## src/rtl/mc_pkg.sv

```systemverilog
// Shared types and encodings for the multicycle MIPS control unit.
package mc_pkg;

  typedef enum logic [3:0] {
    S_FETCH,
    S_DECODE,
    S_MEMADR,
    S_MEMRD,
    S_MEMWB,
    S_MEMWR,
    S_RTYPE_EX,
    S_ALU_WB,
    S_BRANCH,
    S_ADDI_EX,
    S_ADDI_WB,
    S_JUMP,
    S_FAULT
  } state_e;

  // Opcodes (IR[31:26])
  localparam logic [5:0] OP_RTYPE = 6'b000000;
  localparam logic [5:0] OP_LW    = 6'b100011;
  localparam logic [5:0] OP_SW    = 6'b101011;
  localparam logic [5:0] OP_BEQ   = 6'b000100;
  localparam logic [5:0] OP_BNE   = 6'b000101;
  localparam logic [5:0] OP_ADDI  = 6'b001000;
  localparam logic [5:0] OP_J     = 6'b000010;

  // R-type funct codes (IR[5:0])
  localparam logic [5:0] F_ADD  = 6'b100000;
  localparam logic [5:0] F_SUB  = 6'b100010;
  localparam logic [5:0] F_AND  = 6'b100100;
  localparam logic [5:0] F_OR   = 6'b100101;
  localparam logic [5:0] F_SLT  = 6'b101010;
  localparam logic [5:0] F_SLLV = 6'b000100;
  localparam logic [5:0] F_SRLV = 6'b000110;
  localparam logic [5:0] F_SRAV = 6'b000111;
  localparam logic [5:0] F_SLL  = 6'b000000;
  localparam logic [5:0] F_SRL  = 6'b000010;
  localparam logic [5:0] F_SRA  = 6'b000011;

  // ALUControl codes (4-bit core, zero-extended at the top)
  localparam logic [3:0] ALU_AND  = 4'b0000;
  localparam logic [3:0] ALU_OR   = 4'b0001;
  localparam logic [3:0] ALU_ADD  = 4'b0010;
  localparam logic [3:0] ALU_SLLV = 4'b0011;
  localparam logic [3:0] ALU_SRLV = 4'b0101;
  localparam logic [3:0] ALU_SUB  = 4'b0110;
  localparam logic [3:0] ALU_SLT  = 4'b0111;
  localparam logic [3:0] ALU_SRAV = 4'b1000;
  localparam logic [3:0] ALU_SLL  = 4'b1011;
  localparam logic [3:0] ALU_SRA  = 4'b1100;
  localparam logic [3:0] ALU_SRL  = 4'b1101;

  // What the FSM asks of the ALU decoder
  typedef enum logic [1:0] {
    ALUOP_ADD   = 2'b00,
    ALUOP_SUB   = 2'b01,
    ALUOP_FUNCT = 2'b10
  } aluop_e;

  typedef enum logic [1:0] {
    SRCB_B      = 2'b00,
    SRCB_FOUR   = 2'b01,
    SRCB_IMM    = 2'b10,
    SRCB_IMM_SH = 2'b11
  } srcb_e;

  typedef enum logic [1:0] {
    PCSRC_ALU    = 2'b00,
    PCSRC_ALUOUT = 2'b01,
    PCSRC_JUMP   = 2'b10
  } pcsrc_e;

  typedef enum logic [1:0] {
    FC_NONE          = 2'b00,
    FC_ILLEGAL_OP    = 2'b01,
    FC_TIMEOUT       = 2'b10,
    FC_ILLEGAL_FUNCT = 2'b11
  } fault_e;

endpackage

```

## src/rtl/mc_alu_decode.sv

```systemverilog
// ALU decoder: maps the FSM's ALU request and the R-type funct field to an
// ALUControl code, the shift-by-shamt select, and a legal-funct flag.
module mc_alu_decode
  import mc_pkg::*;
(
  input  aluop_e      i_alu_op,
  input  logic [5:0]  i_funct,
  output logic [3:0]  o_alu_ctl,
  output logic        o_shamt_c,
  output logic        o_funct_valid
);

  logic [3:0] w_fn_ctl;
  logic       w_fn_shamt;

  // Funct lookup, then select by what the FSM is asking for.
  always_comb begin
    // NOTE: every output of a combinational block gets a default first so no path leaves it unassigned (which would infer a latch).
    w_fn_ctl      = ALU_ADD;
    w_fn_shamt    = 1'b0;
    o_funct_valid = 1'b1;
    case (i_funct)
      F_ADD:   w_fn_ctl = ALU_ADD;
      F_SUB:   w_fn_ctl = ALU_SUB;
      F_AND:   w_fn_ctl = ALU_AND;
      F_OR:    w_fn_ctl = ALU_OR;
      F_SLT:   w_fn_ctl = ALU_SLT;
      F_SLLV:  w_fn_ctl = ALU_SLLV;
      F_SRLV:  w_fn_ctl = ALU_SRLV;
      F_SRAV:  w_fn_ctl = ALU_SRAV;
      F_SLL:   begin w_fn_ctl = ALU_SLL; w_fn_shamt = 1'b1; end
      F_SRL:   begin w_fn_ctl = ALU_SRL; w_fn_shamt = 1'b1; end
      F_SRA:   begin w_fn_ctl = ALU_SRA; w_fn_shamt = 1'b1; end
      default: o_funct_valid = 1'b0;
    endcase

    o_alu_ctl = ALU_ADD;
    o_shamt_c = 1'b0;
    case (i_alu_op)
      ALUOP_SUB:   o_alu_ctl = ALU_SUB;
      ALUOP_FUNCT: begin o_alu_ctl = w_fn_ctl; o_shamt_c = w_fn_shamt; end
      default:     o_alu_ctl = ALU_ADD;
    endcase
  end

endmodule

```

## src/rtl/mc_ctrl_hs.sv

```systemverilog
// Multicycle MIPS control unit with memory ready handshake, memory wait
// timeout, fault trapping and a per-instruction retire pulse.
module mc_ctrl_hs
  import mc_pkg::*;
#(
  parameter int ALUCTL_W    = 4,
  parameter int MEM_TIMEOUT = 16,
  parameter int TRAP_FAULT  = 1
) (
  input  logic                clk,
  input  logic                reset,
  input  logic [5:0]          Opcode,
  input  logic [5:0]          Funct,
  input  logic                Zero,
  input  logic                mem_ready,
  output logic                mem_req,
  output logic                IorD,
  output logic                MemWrite,
  output logic                IRWrite,
  output logic                PCEn,
  output logic [1:0]          PCSrc,
  output logic                ALUSrcA,
  output logic [1:0]          ALUSrcB,
  output logic [ALUCTL_W-1:0] ALUControl,
  output logic                shamt_c,
  output logic                RegWrite,
  output logic                RegDst,
  output logic                MemToReg,
  output logic                retire,
  output logic [1:0]          fault_cause
);

  // Counter wide enough to reach MEM_TIMEOUT; with no timeout it simply saturates.
  localparam int                CNT_W     = (MEM_TIMEOUT < 2) ? 1 : $clog2(MEM_TIMEOUT + 1);
  localparam logic [CNT_W-1:0]  CNT_LIMIT = CNT_W'(MEM_TIMEOUT);

  state_e           r_state;
  logic [CNT_W-1:0] r_wait_cnt;
  logic [1:0]       r_fault_cause;

  logic             w_wait_state;
  logic             w_timeout;
  aluop_e           w_alu_op;
  logic [3:0]       w_alu_ctl;
  logic             w_shamt_c;
  logic             w_funct_valid;

  assign w_wait_state = (r_state == S_FETCH) || (r_state == S_MEMRD) || (r_state == S_MEMWR);
  // mem_ready on the limit cycle wins over the timeout.
  assign w_timeout    = (MEM_TIMEOUT != 0) && w_wait_state && !mem_ready &&
                        (r_wait_cnt == CNT_LIMIT);

  mc_alu_decode u_alu_decode (
    .i_alu_op      (w_alu_op),
    .i_funct       (Funct),
    .o_alu_ctl     (w_alu_ctl),
    .o_shamt_c     (w_shamt_c),
    .o_funct_valid (w_funct_valid)
  );

  // State register, wait counter and fault cause: the whole sequencing of one instruction.
  always_ff @(posedge clk) begin
    // NOTE: sequential state uses non-blocking assignments so every register samples pre-edge values.
    if (reset) begin
      r_state       <= S_FETCH;
      r_wait_cnt    <= '0;
      r_fault_cause <= FC_NONE;
    end else begin
      if (w_wait_state && !mem_ready && !w_timeout) begin
        if (r_wait_cnt != '1) r_wait_cnt <= r_wait_cnt + 1'b1;
      end else begin
        r_wait_cnt <= '0;
      end

      case (r_state)
        S_FETCH: begin
          if (mem_ready) r_state <= S_DECODE;
          else if (w_timeout) begin
            r_state       <= S_FAULT;
            r_fault_cause <= FC_TIMEOUT;
          end
        end
        S_DECODE: begin
          case (Opcode)
            OP_LW, OP_SW:   r_state <= S_MEMADR;
            OP_BEQ, OP_BNE: r_state <= S_BRANCH;
            OP_ADDI:        r_state <= S_ADDI_EX;
            OP_J:           r_state <= S_JUMP;
            OP_RTYPE: begin
              if (w_funct_valid) r_state <= S_RTYPE_EX;
              else begin
                r_state       <= S_FAULT;
                r_fault_cause <= FC_ILLEGAL_FUNCT;
              end
            end
            default: begin
              r_state       <= S_FAULT;
              r_fault_cause <= FC_ILLEGAL_OP;
            end
          endcase
        end
        S_MEMADR:   r_state <= (Opcode == OP_SW) ? S_MEMWR : S_MEMRD;
        S_MEMRD: begin
          if (mem_ready) r_state <= S_MEMWB;
          else if (w_timeout) begin
            r_state       <= S_FAULT;
            r_fault_cause <= FC_TIMEOUT;
          end
        end
        S_MEMWR: begin
          if (mem_ready) r_state <= S_FETCH;
          else if (w_timeout) begin
            r_state       <= S_FAULT;
            r_fault_cause <= FC_TIMEOUT;
          end
        end
        S_RTYPE_EX: r_state <= S_ALU_WB;
        S_ADDI_EX:  r_state <= S_ADDI_WB;
        S_MEMWB, S_ALU_WB, S_BRANCH, S_ADDI_WB, S_JUMP: r_state <= S_FETCH;
        S_FAULT: begin
          if (TRAP_FAULT == 0) begin
            r_state       <= S_FETCH;
            r_fault_cause <= FC_NONE;
          end
        end
        default: r_state <= S_FETCH;
      endcase
    end
  end

  // Datapath controls decoded from the current state (and Zero / mem_ready where they gate a strobe).
  always_comb begin
    mem_req  = 1'b0;
    IorD     = 1'b0;
    MemWrite = 1'b0;
    IRWrite  = 1'b0;
    PCEn     = 1'b0;
    PCSrc    = PCSRC_ALU;
    ALUSrcA  = 1'b0;
    ALUSrcB  = SRCB_B;
    RegWrite = 1'b0;
    RegDst   = 1'b0;
    MemToReg = 1'b0;
    retire   = 1'b0;
    w_alu_op = ALUOP_ADD;
    if (!reset) begin
      case (r_state)
        S_FETCH: begin
          mem_req = 1'b1;
          ALUSrcB = SRCB_FOUR;
          IRWrite = mem_ready;
          PCEn    = mem_ready;
        end
        S_DECODE:   ALUSrcB = SRCB_IMM_SH;
        S_MEMADR: begin
          ALUSrcA = 1'b1;
          ALUSrcB = SRCB_IMM;
        end
        S_MEMRD: begin
          mem_req = 1'b1;
          IorD    = 1'b1;
        end
        S_MEMWB: begin
          RegWrite = 1'b1;
          MemToReg = 1'b1;
          retire   = 1'b1;
        end
        S_MEMWR: begin
          mem_req  = 1'b1;
          IorD     = 1'b1;
          MemWrite = 1'b1;
          retire   = mem_ready;
        end
        S_RTYPE_EX: begin
          ALUSrcA  = 1'b1;
          w_alu_op = ALUOP_FUNCT;
        end
        S_ALU_WB: begin
          RegWrite = 1'b1;
          RegDst   = 1'b1;
          retire   = 1'b1;
        end
        S_BRANCH: begin
          ALUSrcA  = 1'b1;
          w_alu_op = ALUOP_SUB;
          PCSrc    = PCSRC_ALUOUT;
          PCEn     = (Opcode == OP_BNE) ? ~Zero : Zero;
          retire   = 1'b1;
        end
        S_ADDI_EX: begin
          ALUSrcA = 1'b1;
          ALUSrcB = SRCB_IMM;
        end
        S_ADDI_WB: begin
          RegWrite = 1'b1;
          retire   = 1'b1;
        end
        S_JUMP: begin
          PCSrc  = PCSRC_JUMP;
          PCEn   = 1'b1;
          retire = 1'b1;
        end
        default: ;
      endcase
    end
  end

  // Reset forces every output quiet in the cycle it is asserted.
  assign ALUControl  = ALUCTL_W'(w_alu_ctl);
  assign shamt_c     = w_shamt_c;
  assign fault_cause = reset ? FC_NONE : r_fault_cause;

endmodule

```

## config.mk

```make
export PLATFORM = sky130hd
export DESIGN_NAME = mc_ctrl_hs
export DESIGN_NICKNAME = d
export VERILOG_FILES = /design/src/rtl/mc_pkg.sv /design/src/rtl/mc_alu_decode.sv /design/src/rtl/mc_ctrl_hs.sv
export SDC_FILE = /design/constraint.sdc
export NUM_CORES = 1
export LEC_CHECK = 0
export CORE_MARGIN = 2
export CORE_UTILIZATION = 52
export CTS_CLUSTER_SIZE = 40
export DETAILED_ROUTE_END_ITERATION = 8
export GPL_TIMING_DRIVEN = 0
export MAX_ROUTING_LAYER = met4
export PLACE_DENSITY_LB_ADDON = 0.3
export SLEW_MARGIN = 20
export SYNTH_ARGS = -nofsm -noshare
export SYNTH_HDL_FRONTEND = slang
export SYNTH_SLANG_ARGS = --single-unit
```

## constraint.sdc

```tcl
create_clock -name clk -period 5.1 [get_ports clk]
set_input_delay 1.02 -clock clk [delete_from_list [all_inputs] [get_ports clk]]
set_output_delay 1.02 -clock clk [all_outputs]
set_load 0.05 [all_outputs]
```

==> key figures, run 1 <==
Global route
  • Largest net degree at the start of global routing: 11
  • Vias in the first global route: 1270
  • GRT Residual Overflow: 0
  • First-pass GRT wire length: 5620 um
  • Initial antenna violation count: 0
  • GRT Total Usage: 26.3%

Floorplan
  • Starting Density: 54.6%
  • Num rows: 18
  • Core area: 2450 um^2
  • Die area: 3000 um^2
  • Die H: 54.8 um
  • Io pins: 37
  • Die width: 54.8 um

Synthesis
  • Mapped cell area: 1340 um^2
  • Register area share after synthesis: 16.4%
  • Mapped Cells: 176
  • Post-synth top area share: 16.4%
  • Top cell type by total area after synthesis: dfxtp_1
  • Post-synthesis register bit count: 11
  • EDFF count, synth: 0
  • Asr flop ratio synth: 0%
  • Top FF cell, synth: dfxtp_1
  • Count of cell types in the netlist: 56
  • Post-Syn Nets: 197
  • Synth Warn #: 0
  • Synth top area cells: dfxtp_1 (16%), nor2_1 (7.8%), ha_1 (4.7%), mux2i_1 (3.7%), a21oi_1 (3.4%)
  • Syn_area_per_cell: 7.62 um^2

Setup path
  • CP arrival: 3710 ps
  • Setup crit start kind: primary input
  • Buf+Inv Stages, Crit Path: 3
  • Worst r2r src: r_wait_cnt[0]
  • CP Launch Point: reset
  • Crit path max-delay family: buffers and inverters
  • CP required: 4080 ps
  • Setup crit end kind: primary output
  • Crit path cell chain: clkdlybuf4s50_1, clkbuf_1, nor3_1, nand2_1, ha_1, a2111oi_1, clkdlybuf4s50_1
  • CP peak stage delay: 870 ps
  • Slowest CP cell: clkdlybuf4s50_1
  • Critical path class: primary input to primary output
  • Crit Path Max Fanout: 10
  • Critical Path Most Common Cell: clkdlybuf4s50_1

Final layout
  • Most frequent cells in the layout: clkdlybuf4s50_1 (35), nor2_1 (28), inv_1 (11), dfxtp_1 (11), nand2_1 (10)
  • Share of cells above drive strength 1: 12.1%
  • Commonest non-fill, non-tap cell in the layout: clkdlybuf4s50_1
  • Fillcell total: 209
  • Number of diodes: 0
  • Finished Cell Area: 1760 um^2
  • Synth-to-Final Area Change: 31.0%
  • Final Util: 71.6%
  • Nets: 237

Clock tree
  • Setup Fix Bufs, Post-CTS: 0
  • Worst-path clk slew: 70 ps
  • Root Driver: clkbuf_4
  • TritonCTS clock tree: done
  • Clk_lat worst skew: 270 ps
  • Num CTS Buffers: 3
  • Post-cts gate resize count: 0
  • Hold_buf cts: 0
  • Clk sinks: 11
  • H-Tree Depth: 1
  • Clock buffer depth: 2

Outcome
  • Status: finished, final reports clean

Run
  • Max-cap violations: 0

Placement
  • Post-DP Area: 1730 um^2
  • Port bufs: 35
  • Gpl congestion: 0.893
  • DP HPWL: 2890 um

Timing
  • Fmax: 211 MHz
  • Setup Skew: 1.54 ps
  • Fin. max-slew vios: 0
  • Worst rel slew slack: 65.6%
  • Sum Neg Setup Slack: 0 ps
  • Fin crit share: 92.8%
  • RSZ-0062 raised after global routing: no
  • Post-layout min period: 4730 ps
  • Slew @ Worst Pin: 514 ps
  • Final hold viol count: 0
  • Final setup viols: 0

Detailed routing
  • WL final: 3660 um
  • Drt first-iter violations: 36
  • DR vias/cell: 5.91
  • Drt pass-1 iters: 4
  • Routed Antenna Nets: 0
  • DRC: 0
  • DR vias: 1449
  • DR WL/cell: 14.9 um

Power and ir drop
  • Max IR drop VDD: 0.000203 V
  • PwrDens: 173 nW/um^2
  • P_leak: 0.671 nW

Hold path
  • Hold_sp: r_fault_cause[0]
  • Hold Crit Class: flip-flop to flip-flop
-- metal layers --
metal	global-route usage, %	vias up	wire [um]
met5	-	-	0
met4	2.08	0	23
met3	9.02	4	247
met2	44.0	46	1870
met1	31.5	674	1520
li1	-	725	-
-- Yosys cell counts (4+ instances only) --
cell type,count
nor3_1,7
xor2_1,5
a21oi_1,9
nand2b_1,7
nand2_1,10
inv_1,11
nor2b_1,5
and3_1,4
nor2_1,28
dfxtp_1,11
mux2i_1,5
ha_1,5
a31oi_1,5
-- path summary, 6_finish.rpt --
path | end | slack, ps | depth (start not counted)
worst max-delay path | ALUControl[3] | 370 | 7
worst min-delay path | r_fault_cause[0] | 480 | 2
worst max register to register | r_state[3] | 3450 | 6
worst min register to register | r_fault_cause[0] | 480 | 2
-- power breakdown --
group	total [W]	switching [W]	internal (W)
clock network	0.0000596	0.0000294	0.0000303
registers	0.0000972	0.00000627	0.0000909
logic	0.000147	0.0000894	0.0000578
-- cell type report --
cell class / count / area [um^2] / area share (%)
buffer: 9 / 63.8 / 3.63
clock buffer: 4 / 26.3 / 1.50
inverter: 11 / 41.3 / 2.35
multi-input combinational: 145 / 1020 / 57.9
sequential: 11 / 220 / 12.5
tap: 30 / 37.5 / 2.14
timing repair buffer: 35 / 350 / 19.9
-- state kept, by name (all words and copies together) (netlist names) --
signal	cells
r_state	4
r_fault_cause	2
r_wait_cnt	5
-- through the flow --
| stage | total power [W] | std cells | worst slack, ps | hold WS [ps] |
|---|---|---|---|---|
| 3_3_place_gp | 0.000242 | 241 | 381 | 457 |
| 6_report | 0.000304 | 245 | 366 | 481 |
| 2_1_floorplan | 0.000198 | 176 | 292 | 446 |
| 4_1_cts | 0.000304 | 245 | 359 | 483 |
| 3_5_place_dp | 0.000245 | 241 | 354 | 472 |
| 5_1_grt | 0.000321 | 245 | 140 | 557 |
-- worst min-delay path: stages, from the launching register on --
cell	delay, ps
dfxtp_1	310
nand2b_1	60
a21oi_1	60
-- cell families after synthesis --
group                      count (synthesis)  synth area share, %
buffers and inverters                     20                 7.84
xor gates and xnor gates                   7                 5.13
DFF                                       11                 16.4
adders and majority gates                  5                 4.66
and+or+nand+nor                           83                 35.4
AOI/OAI and AO/OA                         44                 26.0
muxes                                      6                 4.57
(Power assumes the default switching activity.)
==> inputs of run 2 (changes only) <==
SYNTH_HIERARCHICAL = 1   (was not set)
==> key figures, run 2 <==
Outcome
  • Status: finished, final reports clean (unchanged)

Synthesis
  • Compound-gate portion of the synthesized area: 23.7% (was 26.0%)
  • Post-synthesis register bit count: 11 (unchanged)
  • Synth top area cells: dfxtp_1 (17%), nor2_1 (5.8%), ha_1 (4.8%), nor2b_1 (4.8%), a21oi_1 (4.6%) (was dfxtp_1 (16%), nor2_1 (7.8%), ha_1 (4.7%), mux2i_1 (3.7%), a21oi_1 (3.4%))
  • Mapped cell area: 1300 um^2 (was 1340 um^2)
  • Count of cell types in the netlist: 50 (was 56)
  • Syn_area_per_cell: 7.19 um^2 (was 7.62 um^2)
  • Xor-xnor portion of the synthesized cell area: 3.37% (was 5.13%)
  • EDFF count, synth: 0 (unchanged)
  • Count leader, synth: nor2_1 (unchanged)
  • Mapped Cells: 181 (was 176)
  • Asr flop ratio synth: 0% (unchanged)
  • Synth cell count leaders: nor2_1 (20), a21oi_1 (12), dfxtp_1 (11), nor2b_1 (10), nor3_1 (10) (was nor2_1 (28), dfxtp_1 (11), inv_1 (11), nand2_1 (10), a21oi_1 (9))
  • Post-Syn Nets: 202 (was 197)
  • Mux share of post-synthesis cell area: 2.31% (was 4.57%)
  • Post-Synth Adder-Cell Area: 4.81% (was 4.66%)
  • Synth Warn #: 6 (was 0)
  • Top FF cell, synth: dfxtp_1 (unchanged)
  • Post-Synth Simple-Gate Area: 42.7% (was 35.4%)
  • Top cell type by total area after synthesis: dfxtp_1 (unchanged)
  • Main combinational cell family by area after synthesis: simple AND/OR/NAND/NOR gates (unchanged)
  • Register area share after synthesis: 16.9% (was 16.4%)
  • Post-synth top area share: 16.9% (was 16.4%)

Global route
  • Initial antenna violation count: 0 (unchanged)
  • Largest net degree at the start of global routing: 11 (unchanged)
  • First-pass GRT wire length: 5670 um (was 5620 um)
  • GRT Total Usage: 26.9% (was 26.3%)
  • Vias in the first global route: 1375 (was 1270)
  • GRT Residual Overflow: 0 (unchanged)

Detailed routing
  • DR vias: 1511 (was 1449)
  • WL final: 3630 um (was 3660 um)
  • DR vias/cell: 6.09 (was 5.91)
  • Drt first-iter violations: 78 (was 36)
  • Routed Antenna Nets: 0 (unchanged)
  • DR WL/cell: 14.6 um (was 14.9 um)
  • DRC: 0 (unchanged)
  • Drt pass-1 iters: 4 (unchanged)

Clock tree
  • Setup Fix Bufs, Post-CTS: 0 (unchanged)
  • Root Driver: clkbuf_4 (unchanged)
  • Clock buffer depth: 2 (unchanged)
  • Hold_buf cts: 0 (unchanged)
  • Num CTS Buffers: 3 (unchanged)
  • Clk_lat worst skew: 270 ps (about the same)
  • TritonCTS clock tree: done (unchanged)
  • Clk sinks: 11 (unchanged)
  • Post-cts gate resize count: 0 (unchanged)
  • Worst-path clk slew: 70 ps (about the same)
  • H-Tree Depth: 1 (unchanged)

Timing
  • RSZ-0062 raised after global routing: no (unchanged)
  • Post-layout min period: 4970 ps (was 4730 ps)
  • Setup slack after layout: 125 ps (was 366 ps)
  • Setup Skew: 9.96 ps (was 1.54 ps)
  • Min Hold Slack: 545 ps (was 481 ps)
  • Final setup viols: 0 (unchanged)
  • Fmax: 201 MHz (was 211 MHz)
  • Slew @ Worst Pin: 674 ps (was 514 ps)
  • Sum Neg Setup Slack: 0 ps (unchanged)
  • Final hold viol count: 0 (unchanged)
  • Fin. max-slew vios: 0 (unchanged)
  • Worst rel slew slack: 54.7% (was 65.6%)
  • Fin crit share: 97.5% (was 92.8%)

Final layout
  • Multi-input logic area: 1000 um^2 (was 1020 um^2)
  • Nets: 240 (was 237)
  • Largest register FFs: 5 (unchanged)
  • Largest Register: r_wait_cnt (unchanged)
  • Number of diodes: 0 (unchanged)
  • Synth-to-Final Area Change: 30.3% (was 31.0%)
  • Fillcell total: 223 (was 209)
  • Finished Cell Area: 1700 um^2 (was 1760 um^2)
  • Register Area: 220 um^2 (unchanged)
  • Commonest non-fill, non-tap cell in the layout: clkdlybuf4s50_1 (unchanged)
  • Largest regs: r_wait_cnt: 5 flops, r_state: 4 flops, r_fault_cause: 2 flops (unchanged)
  • Share of cells above drive strength 1: 7.34% (was 12.1%)
  • Most frequent cells in the layout: clkdlybuf4s50_1 (33), nor2_1 (20), a21oi_1 (12) (was clkdlybuf4s50_1 (35), nor2_1 (28), inv_1 (11), dfxtp_1 (11), nand2_1 (10))

Power and ir drop
  • PnR Total Power: 0.000395 W (was 0.000304 W)
  • Int Power: 0.000214 W (was 0.000179 W)
  • Comb pwr share: 59.0% (was 48.4%)
  • PwrDens: 233 nW/um^2 (was 173 nW/um^2)
  • P_leak: 0.559 nW (was 0.671 nW)
  • Net Sw Frac: 45.8% (was 41.1%)
  • Max IR drop VDD: 0.000310 V (was 0.000203 V)
  • Clock power share: 15.0% (was 19.6%)
  • Switching power: 0.000181 W (was 0.000125 W)
  • Sequential share of power: 26.0% (was 32.0%)

Floorplan
  • Die area: 2920 um^2 (was 3000 um^2)
  • Die width: 54.0 um (was 54.8 um)
  • Die H: 54.0 um (was 54.8 um)
  • Num rows: 18 (unchanged)
  • Starting Density: 53.5% (was 54.6%)
  • Core area: 2430 um^2 (was 2450 um^2)
  • Io pins: 37 (unchanged)

Placement
  • Port bufs: 33 (was 35)
  • DP HPWL: 2850 um (was 2890 um)
  • Gpl congestion: 0.851 (was 0.893)
  • Pre-CTS setup slack: 148 ps (was 354 ps)
  • Post-DP Area: 1670 um^2 (was 1730 um^2)

Setup path
  • Setup crit start kind: primary input (unchanged)
  • CP peak stage delay: 840 ps (was 870 ps)
  • Setup crit end kind: primary output (unchanged)
  • CP arrival: 3950 ps (was 3710 ps)
  • Crit path cell chain: clkdlybuf4s50_1, clkbuf_1, nor4_1, ha_1, nand2b_1, or4_1, o31ai_1, clkdlybuf4s50_1 (was clkdlybuf4s50_1, clkbuf_1, nor3_1, nand2_1, ha_1, a2111oi_1, clkdlybuf4s50_1)
  • Slowest CP cell: clkdlybuf4s50_1 (unchanged)
  • CP required: 4080 ps (about the same)
  • Critical Path Most Common Cell: clkdlybuf4s50_1 (unchanged)
  • Critical path class: primary input to primary output (unchanged)
  • Crit Path Max Fanout: 10 (unchanged)

Hold path
  • Hold Crit Class: flip-flop to flip-flop (unchanged)

Run
  • Max-cap violations: 0 (unchanged)
==> run 2: cell types whose count changed after synthesis, sizes merged, moves of 4 or more <==
cell,previous run,this run
nor2,29,20
nor4,5,9
nor2b,5,10
clkbuf,2,9
inv,11,7
a211oi,2,7
==> run 2: metal layers <==
layer  wire length [um]  global-route usage, %
met1               1570                   31.9
met2               1800                   46.5
met3                215                   6.11
met4                 49                   5.00
met5                  0                      -
==> run 2: power by group through the flow <==
stage          combinational [W]   clock, W  sequential [W]
2_1_floorplan           0.000164          0        0.000103
3_3_place_gp            0.000223          0        0.000104
3_5_place_dp            0.000229          0        0.000104
4_1_cts                 0.000230  0.0000593        0.000103
5_1_grt                 0.000251  0.0000637        0.000103
6_report                0.000233  0.0000593        0.000103
==> run 2: kinds of logic (layout without fill, tap and decap cells) <==
group | after synthesis | count (layout)
simple gates | 93 | 93
flops | 11 | 11
buf+inv | 20 | 57
compound gates | 44 | 44
xor+xnor | 5 | 5
fa+ha+maj | 5 | 5
mux | 3 | 3
==> run 2: critical path: cells and delay by family <==
kind | cells | cell delay (ps)
buffers and inverters | 3 | 1610
AO/OA/AOI/OAI | 1 | 80
AND/OR/NAND/NOR | 3 | 980
adder cells (fa/ha/maj) | 1 | 260
==> run 2: per-stage QoR <==
step,util (%),instances
floorplan,-,181
global placement,68.6,244
detailed placement,68.6,244
CTS,69.7,248
global route,69.7,248
finish,69.7,248
==> run 2: worst paths after layout <==
check / from / endpoint / slack [ps] / depth (start not counted)
worst max-delay path: reset / ALUControl[0] / 130 / 8
worst min-delay path: r_wait_cnt[4] / r_wait_cnt[4] / 540 / 2
worst max register to register: r_wait_cnt[0] / r_fault_cause[1] / 3140 / 6
worst min register to register: r_wait_cnt[4] / r_wait_cnt[4] / 540 / 2
==> run 2: cell type report <==
class	instances	area share, %
buffer	13	3.25
clock buffer	4	1.55
inverter	7	1.55
multi-input combinational	150	59.0
sequential	11	13.0
tap	30	2.21
timing repair buffer	33	19.5
